--- src/rtl/redirect_ctrl.sv ---
// Redirect controller: turns resolved branches and trap requests into a
// registered fetch redirect with pipeline flush/stall control and an accept counter.
module redirect_ctrl #(
    parameter int CNT_W = 16
) (
    input  logic             clk,
    input  logic             rst,
    input  logic             br_valid,
    input  logic             br_taken,
    input  logic [31:0]      br_target,
    input  logic             trap_req,
    input  logic [31:0]      trap_target,
    input  logic             redirect_ready,
    output logic             redirect_valid,
    output logic [31:0]      redirect_addr,
    output logic             flush_if,
    output logic             flush_id,
    output logic             stall_ex,
    output logic             misalign,
    output logic [CNT_W-1:0] redirect_count
);

    typedef enum logic {IDLE, REDIRECT} state_t;

    state_t             state, state_nx;
    logic               valid_nx;
    logic [31:0]        addr_nx;
    logic               flush_nx;
    logic               mis_nx;
    logic [CNT_W-1:0]   cnt_nx;
    logic               br_take;
    logic               br_aligned;
    logic               handshake;

    assign br_take    = br_valid && br_taken;
    assign br_aligned = (br_target[1:0] == 2'b00);
    assign handshake  = redirect_valid && redirect_ready;

    always_comb begin
        state_nx = state;
        addr_nx  = redirect_addr;
        flush_nx = 1'b0;
        mis_nx   = 1'b0;
        cnt_nx   = redirect_count;
        case (state)
            IDLE: begin
                // A misaligned target still reports even when a trap wins the cycle.
                mis_nx = br_take && !br_aligned;
                if (trap_req) begin
                    addr_nx  = trap_target;
                    flush_nx = 1'b1;
                    state_nx = REDIRECT;
                end else if (br_take && br_aligned) begin
                    addr_nx  = br_target;
                    flush_nx = 1'b1;
                    state_nx = REDIRECT;
                end
            end
            REDIRECT: begin
                if (handshake) begin
                    cnt_nx = redirect_count + CNT_W'(1);
                    if (!trap_req)
                        state_nx = IDLE;
                end
                // Trap retargets the pending redirect regardless of acceptance.
                if (trap_req) begin
                    addr_nx  = trap_target;
                    flush_nx = 1'b1;
                end
            end
            default: state_nx = IDLE;
        endcase
        valid_nx = (state_nx == REDIRECT);
    end

    always_ff @(posedge clk) begin
        if (rst) begin
            state          <= IDLE;
            redirect_valid <= 1'b0;
            redirect_addr  <= 32'h0;
            flush_if       <= 1'b0;
            flush_id       <= 1'b0;
            stall_ex       <= 1'b0;
            misalign       <= 1'b0;
            redirect_count <= '0;
        end else begin
            state          <= state_nx;
            redirect_valid <= valid_nx;
            redirect_addr  <= addr_nx;
            flush_if       <= flush_nx;
            flush_id       <= flush_nx;
            stall_ex       <= valid_nx;
            misalign       <= mis_nx;
            redirect_count <= cnt_nx;
        end
    end

endmodule

--- config.mk ---
export PLATFORM = sky130hd
export DESIGN_NAME = redirect_ctrl
export DESIGN_NICKNAME = d
export VERILOG_FILES = /design/src/rtl/redirect_ctrl.sv
export SDC_FILE = /design/constraint.sdc
export NUM_CORES = 1
export LEC_CHECK = 0
export BUFFER_PORTS_ARGS = -buffer_cell sky130_fd_sc_hd__buf_2
export CAP_MARGIN = 20
export CORE_ASPECT_RATIO = 1.2
export CORE_MARGIN = 1.5
export CORE_UTILIZATION = 50
export DETAILED_ROUTE_END_ITERATION = 16
export PLACE_DENSITY_LB_ADDON = 0.12
export SLEW_MARGIN = 5
export SYNTH_ARGS = -nofsm -noshare
export SYNTH_HDL_FRONTEND = slang
export SYNTH_SLANG_ARGS = --single-unit
--- constraint.sdc ---
create_clock -name clk -period 3.15 [get_ports clk]
set_clock_uncertainty 0.2 [all_clocks]
set_input_delay 0.63 -clock clk [delete_from_list [all_inputs] [get_ports clk]]
set_output_delay 0.63 -clock clk [all_outputs]
set_load 0.005 [all_outputs]
# --- Yosys cells after proc, flatten, opt, wreduce, memory -nomap -nowiden ---
# Cells that the tools add are included.
totals:
  elab_cells: 28
  regBits: 51
  in_bits: 70
  out_inout_bits: 53
op_classes:
  muxes: 10
  n_addsub: 1
  reduce_logical: 9
  bitwise: 1
  n_eq_ne: 2
op_table:
  columns: ["cell", "n"]
  rows:
  - ["32-bit 2-to-1 mux", 3]
  - ["32-bit one-hot mux with 2 select lines", 1]
  - ["16-bit by 1-bit adder with 16-bit output, second input constant", 1]
  - ["1-bit logical AND", 4]
  - ["1-bit 2-to-1 mux", 4]
  - ["1-bit one-hot mux with 2 select lines", 2]
  - ["2-bit AND reduction", 2]
  - ["3-bit != test, second input constant", 1]
  - ["2-bit zero test", 1]
  - ["2-bit != test, second input constant", 1]
  - ["2-bit OR reduction", 1]
  - ["1-bit zero test", 1]
  - ["1-bit inverter", 1]

# --- Longest topological paths before layout ---
depth:
  depth_word: 5
  ltp_mapped: 7
  mapped_depth_nobuf: 5

# --- Least setup slack after synthesis ---
# Ideal clock, no wire load.
synth_timing:
  path_kind: "input to register"
  startpoint: "input redirect_ready"
  endpoint: "register redirect_count[11]"
  required_ns: 2.827
  stages: 6
  n_path_buf: 2
  slack_ns: 1.264
  setup_ns: 0.123
  t_arrival_ns: 1.563
  path_cell_list: "and3_1 buf_2 and2_1 buf_4 nand3_1 mux2_1"
synth_between:
  elab_chain_len: 2
synth_rtl:
  columns: ["element", "line", "source"]
  rows:
  - ["start, declared", "13", "input logic redirect_ready,"]
  - ["1-bit logical AND", "37", "assign handshake = redirect_valid && redirect_ready;"]
  - ["2-bit AND reduction (no source line)", null, null]
  - ["end signal, assigned", "94", "redirect_count <= cnt_nx;"]
  - ["end, declared", "20", "output logic [CNT_W-1:0] redirect_count"]
# No other way between the ends.
# A chain may end at the register's enable or synchronous reset.

# --- Worst setup path after layout ---
layout_timing:
  startpoint: "input trap_req"
  endpoint: "register redirect_addr[9]"
layout_between:
  elab_chain_len: 2
  word_cells_on_any_way: 5
  classes_between: "eq/ne: 2; mux: 2; reduce/logical: 1"
layout_rtl:
  columns: ["element", "line", "source"]
  rows:
  - ["start, declared", "11", "input logic trap_req,"]
  - ["32-bit 2-to-1 mux (tied with other cells)", "49", "if (trap_req) begin"]
  - ["32-bit one-hot mux with 2 select lines or 2-bit AND reduction (tied branches)", null, null]
  - ["end signal, assigned", "89", "redirect_addr <= addr_nx;"]
  - ["end, declared", "15", "output logic [31:0] redirect_addr,"]
# Several ways; a longest one is shown, not always the timed one.

==> flow_summary_export.csv <==
group,metric,value,unit
synthesis,synth_cell_types,36,
setup_path,critPathMaxFanout,60,
clock_network,htreeDepth,2,
synthesis,syn_area,0.00262,mm²
setup_path,path_cells,"buf_2, a21o_2, buf_12, nor2_2, a311oi_2",
global_routing,grt-ovfl-total,0,
setup_path,reg2reg_to,"redirect_count[13]",
min_path,min_path_type,"flip-flop to flip-flop",
setup_path,cp_data_required_time,3.16,ns
detailed_routing,drtIter0Drc,66,
die,core,0.00497,mm²
setup_path,crit_start,"trap_req",
synthesis,synth_nets,349,
final_layout,layout-drive-gt1-share,52.3,%
power,power_density,405,mW/mm²
place,hpwl,4180,µm
power,power,1.31,mW
detailed_routing,routedWlPerCell,13.6,µm
synthesis,ys_seq_area_share,38.9,%
global_routing,grt_first_pass_wirelength,9890,µm
setup_path,cp-endpoint,"redirect_addr[9]",
place,place_congestion,0.788,
run_status,status,"finished, final reports clean",
synthesis,syn_inst,278,
power,power.leakage,1.41,nW
detailed_routing,routed_via_density,5.31,
final_layout,syn_to_final_growth,23.5,%
synthesis,synth_enable_flop_cells,0,
die,io_pins,123,
clock_network,clk_latency,0.29,ns
global_routing,grt_max_degree,61,
timing,slew_viol_final,0,
timing,rsz0062_at_grt,"no",
power,vdd_drop_max,0.249,mV
place,placed_cell_area,0.00316,mm²
timing,finalSetupViolations,0,
setup_path,cp_slowest_cell,"buf_2",
synthesis,ys_warn_count,0,
clock_network,cts_setup_buffers,0,
die,die_h,82.3,µm
die,num_rows,28,
clock_network,clk_pin_slew,0.09,ns
die,die_area,0.00569,mm²
global_routing,antenna_found_initial,0,
synthesis,synth_top_area_share,38.9,%
global_routing,grt_pass1_vias,2214,
final_layout,nets,456,
synthesis,synth-seq-cells,51,
clock_network,clock-root-buffer,"clkbuf_8",
setup_path,cpPeakStageDelay,0.46,ns
timing,finalHoldViolCount,0,
timing,finalCriticalPeriod,1.96,ns
synthesis,synthFlopType,"dfxtp_1",
synthesis,yosysMostFrequentCell,"dfxtp_1",
detailed_routing,drc,0,
clock_network,cts_hold_buffers,0,
timing,fin_crit_sh,62.3,%
place,io_buffers,122,
synthesis,avgSynthCellArea,9.43,µm²
clock_network,numClockSinks,51,
setup_path,worstPathArrival,1.97,ns
detailed_routing,via_count,2369,
flow_run,max_cap_viol_count,0,
timing,fmax,509,MHz
die,fp.dieW,69.1,µm
clock_network,cts_inserted_buffers,5,
global_routing,track_usage,21.3,%
final_layout,final_area,0.00324,mm²
die,initial_utilization,52.7,%
detailed_routing,postRouteAntennaNets,0,
setup_path,path_class,"input pin to flip-flop",
clock_network,post_cts_resize_count,0,
synthesis,ys_top_cells_by_count,"dfxtp_1 (51), nand2_1 (35), o21ai_0 (31)",
timing,slew_headroom,61.2,%
setup_path,rr_worst_depth,4,
clock_network,cts_buffer_depth,2,
synthesis,synthTopCellsByArea,"dfxtp_1 (39%), a311oi_2 (17%), nor2_2 (7.2%)",
detailed_routing,first_pass_iters,4,
setup_path,cp-end-kind,"flip-flop",
setup_path,r2r_slack,1.31,ns
timing,tns,0,ns
detailed_routing,wirelength,6060,µm
synthesis,synth-async-reset-ratio,0,%
timing,worstMarginPinSlew,0.581,ns
setup_path,regToRegStartpoint,"state",
final_layout,antennaDiodeCount,0,
clock_network,cts_tree,"done",
synthesis,synth_area_leader_cell,"dfxtp_1",
setup_path,crit_path_start_kind,"input pin",
final_layout,final_util,65.1,%
==> critical path, delay by kind of cell <==
family / cells / cell delay [ns]
AND/OR/NAND/NOR: 1 / 0.06
AO/OA/AOI/OAI: 2 / 0.43
buffers and inverters: 2 / 0.78
==> layer usage <==
metal	track usage [%]	up-vias	routed length, µm
met4	6.47	0	87
met2	38.6	80	3070
met1	24.9	1086	2570
li1	-	1195	-
met5	0	-	0
met3	5.58	8	341
==> how the worst min path moves through the flow <==
stage | start | slack [ns] | end | cells past startpoint
floorplan | redirect_count[1] | 0.28 | redirect_count[1] | 2
detailed placement | redirect_count[1] | 0.29 | redirect_count[1] | 2
global placement | redirect_count[1] | 0.27 | redirect_count[1] | 2
global route | redirect_addr[21] | 0.33 | redirect_addr[21] | 2
CTS | redirect_count[1] | 0.30 | redirect_count[1] | 2
finish | redirect_count[1] | 0.30 | redirect_count[1] | 2
==> area by class of cell <==
type                       instances  area, µm²
fill                             429       1740
inverter                           1       3.75
sequential                        51       1020
tap                               60       75.1
timing repair buffer             127        661
multi-input combinational        199       1400
clock inverter                     3       15.0
clock buffer                       5       68.8
==> flip-flops by register name (all words and copies together), names as in the netlist <==
register,count
misalign,1
flush_id,1
redirect_addr,32
redirect_count,16
state,1
==> cells in the final DEF (no fill, tap or decap) <==
master and count:
mux2_1 2, buf_2 122, nor2_2 31, a31o_2 1, nor2b_1 4, clkbuf_8 5, or3_1 1, nor2_1 18
a22oi_1 2, dfxtp_1 51, and3b_1 1, nor3_1 2, a21o_2 1, nor4_2 1, ha_1 1, mux2_2 1
or2b_1 1, buf_12 1, xnor2_1 4, xor2_1 5, nor3b_1 1, and2_1 2, nand4_1 6, nor4_1 2
nand2_1 35, and3_1 3, mux2_4 1, o21ai_0 31, a311oi_2 30, nand3_1 6, buf_4 4, clkinv_2 3
inv_1 1, a21oi_1 5, nand3_2 1
==> power breakdown <==
| part | internal [mW] | total, mW | leakage [nW] | switching (mW) |
|---|---|---|---|---|
| logic | 0.116 | 0.248 | 0.946 | 0.132 |
| registers | 0.681 | 0.706 | 0.420 | 0.0254 |
| clock network | 0.152 | 0.357 | 0.0477 | 0.205 |
| total | 0.949 | 1.31 | 1.41 | 0.362 |
==> cell families after synthesis <==
group | share of synthesized area, %
buffers and inverters | 8.01
AO/OA/AOI/OAI | 25.2
flip-flops | 38.9
AND/OR/NAND/NOR | 22.5
XOR/XNOR | 3.01
adder cells (fa/ha/maj) | 0.477
multiplexers | 1.86
==> metrics by stage <==
| step | std cells | setup WS (ns) | hold slack [ns] |
|---|---|---|---|
| finish | 446 | 1.19 | 0.298 |
| detailed placement | 438 | 0.905 | 0.291 |
| floorplan | 278 | 1.26 | 0.277 |
| global route | 446 | 1.08 | 0.333 |
| global placement | 438 | 0.973 | 0.275 |
| CTS | 446 | 1.22 | 0.304 |
No activity file was read; power rests on OpenSTA's default activity.
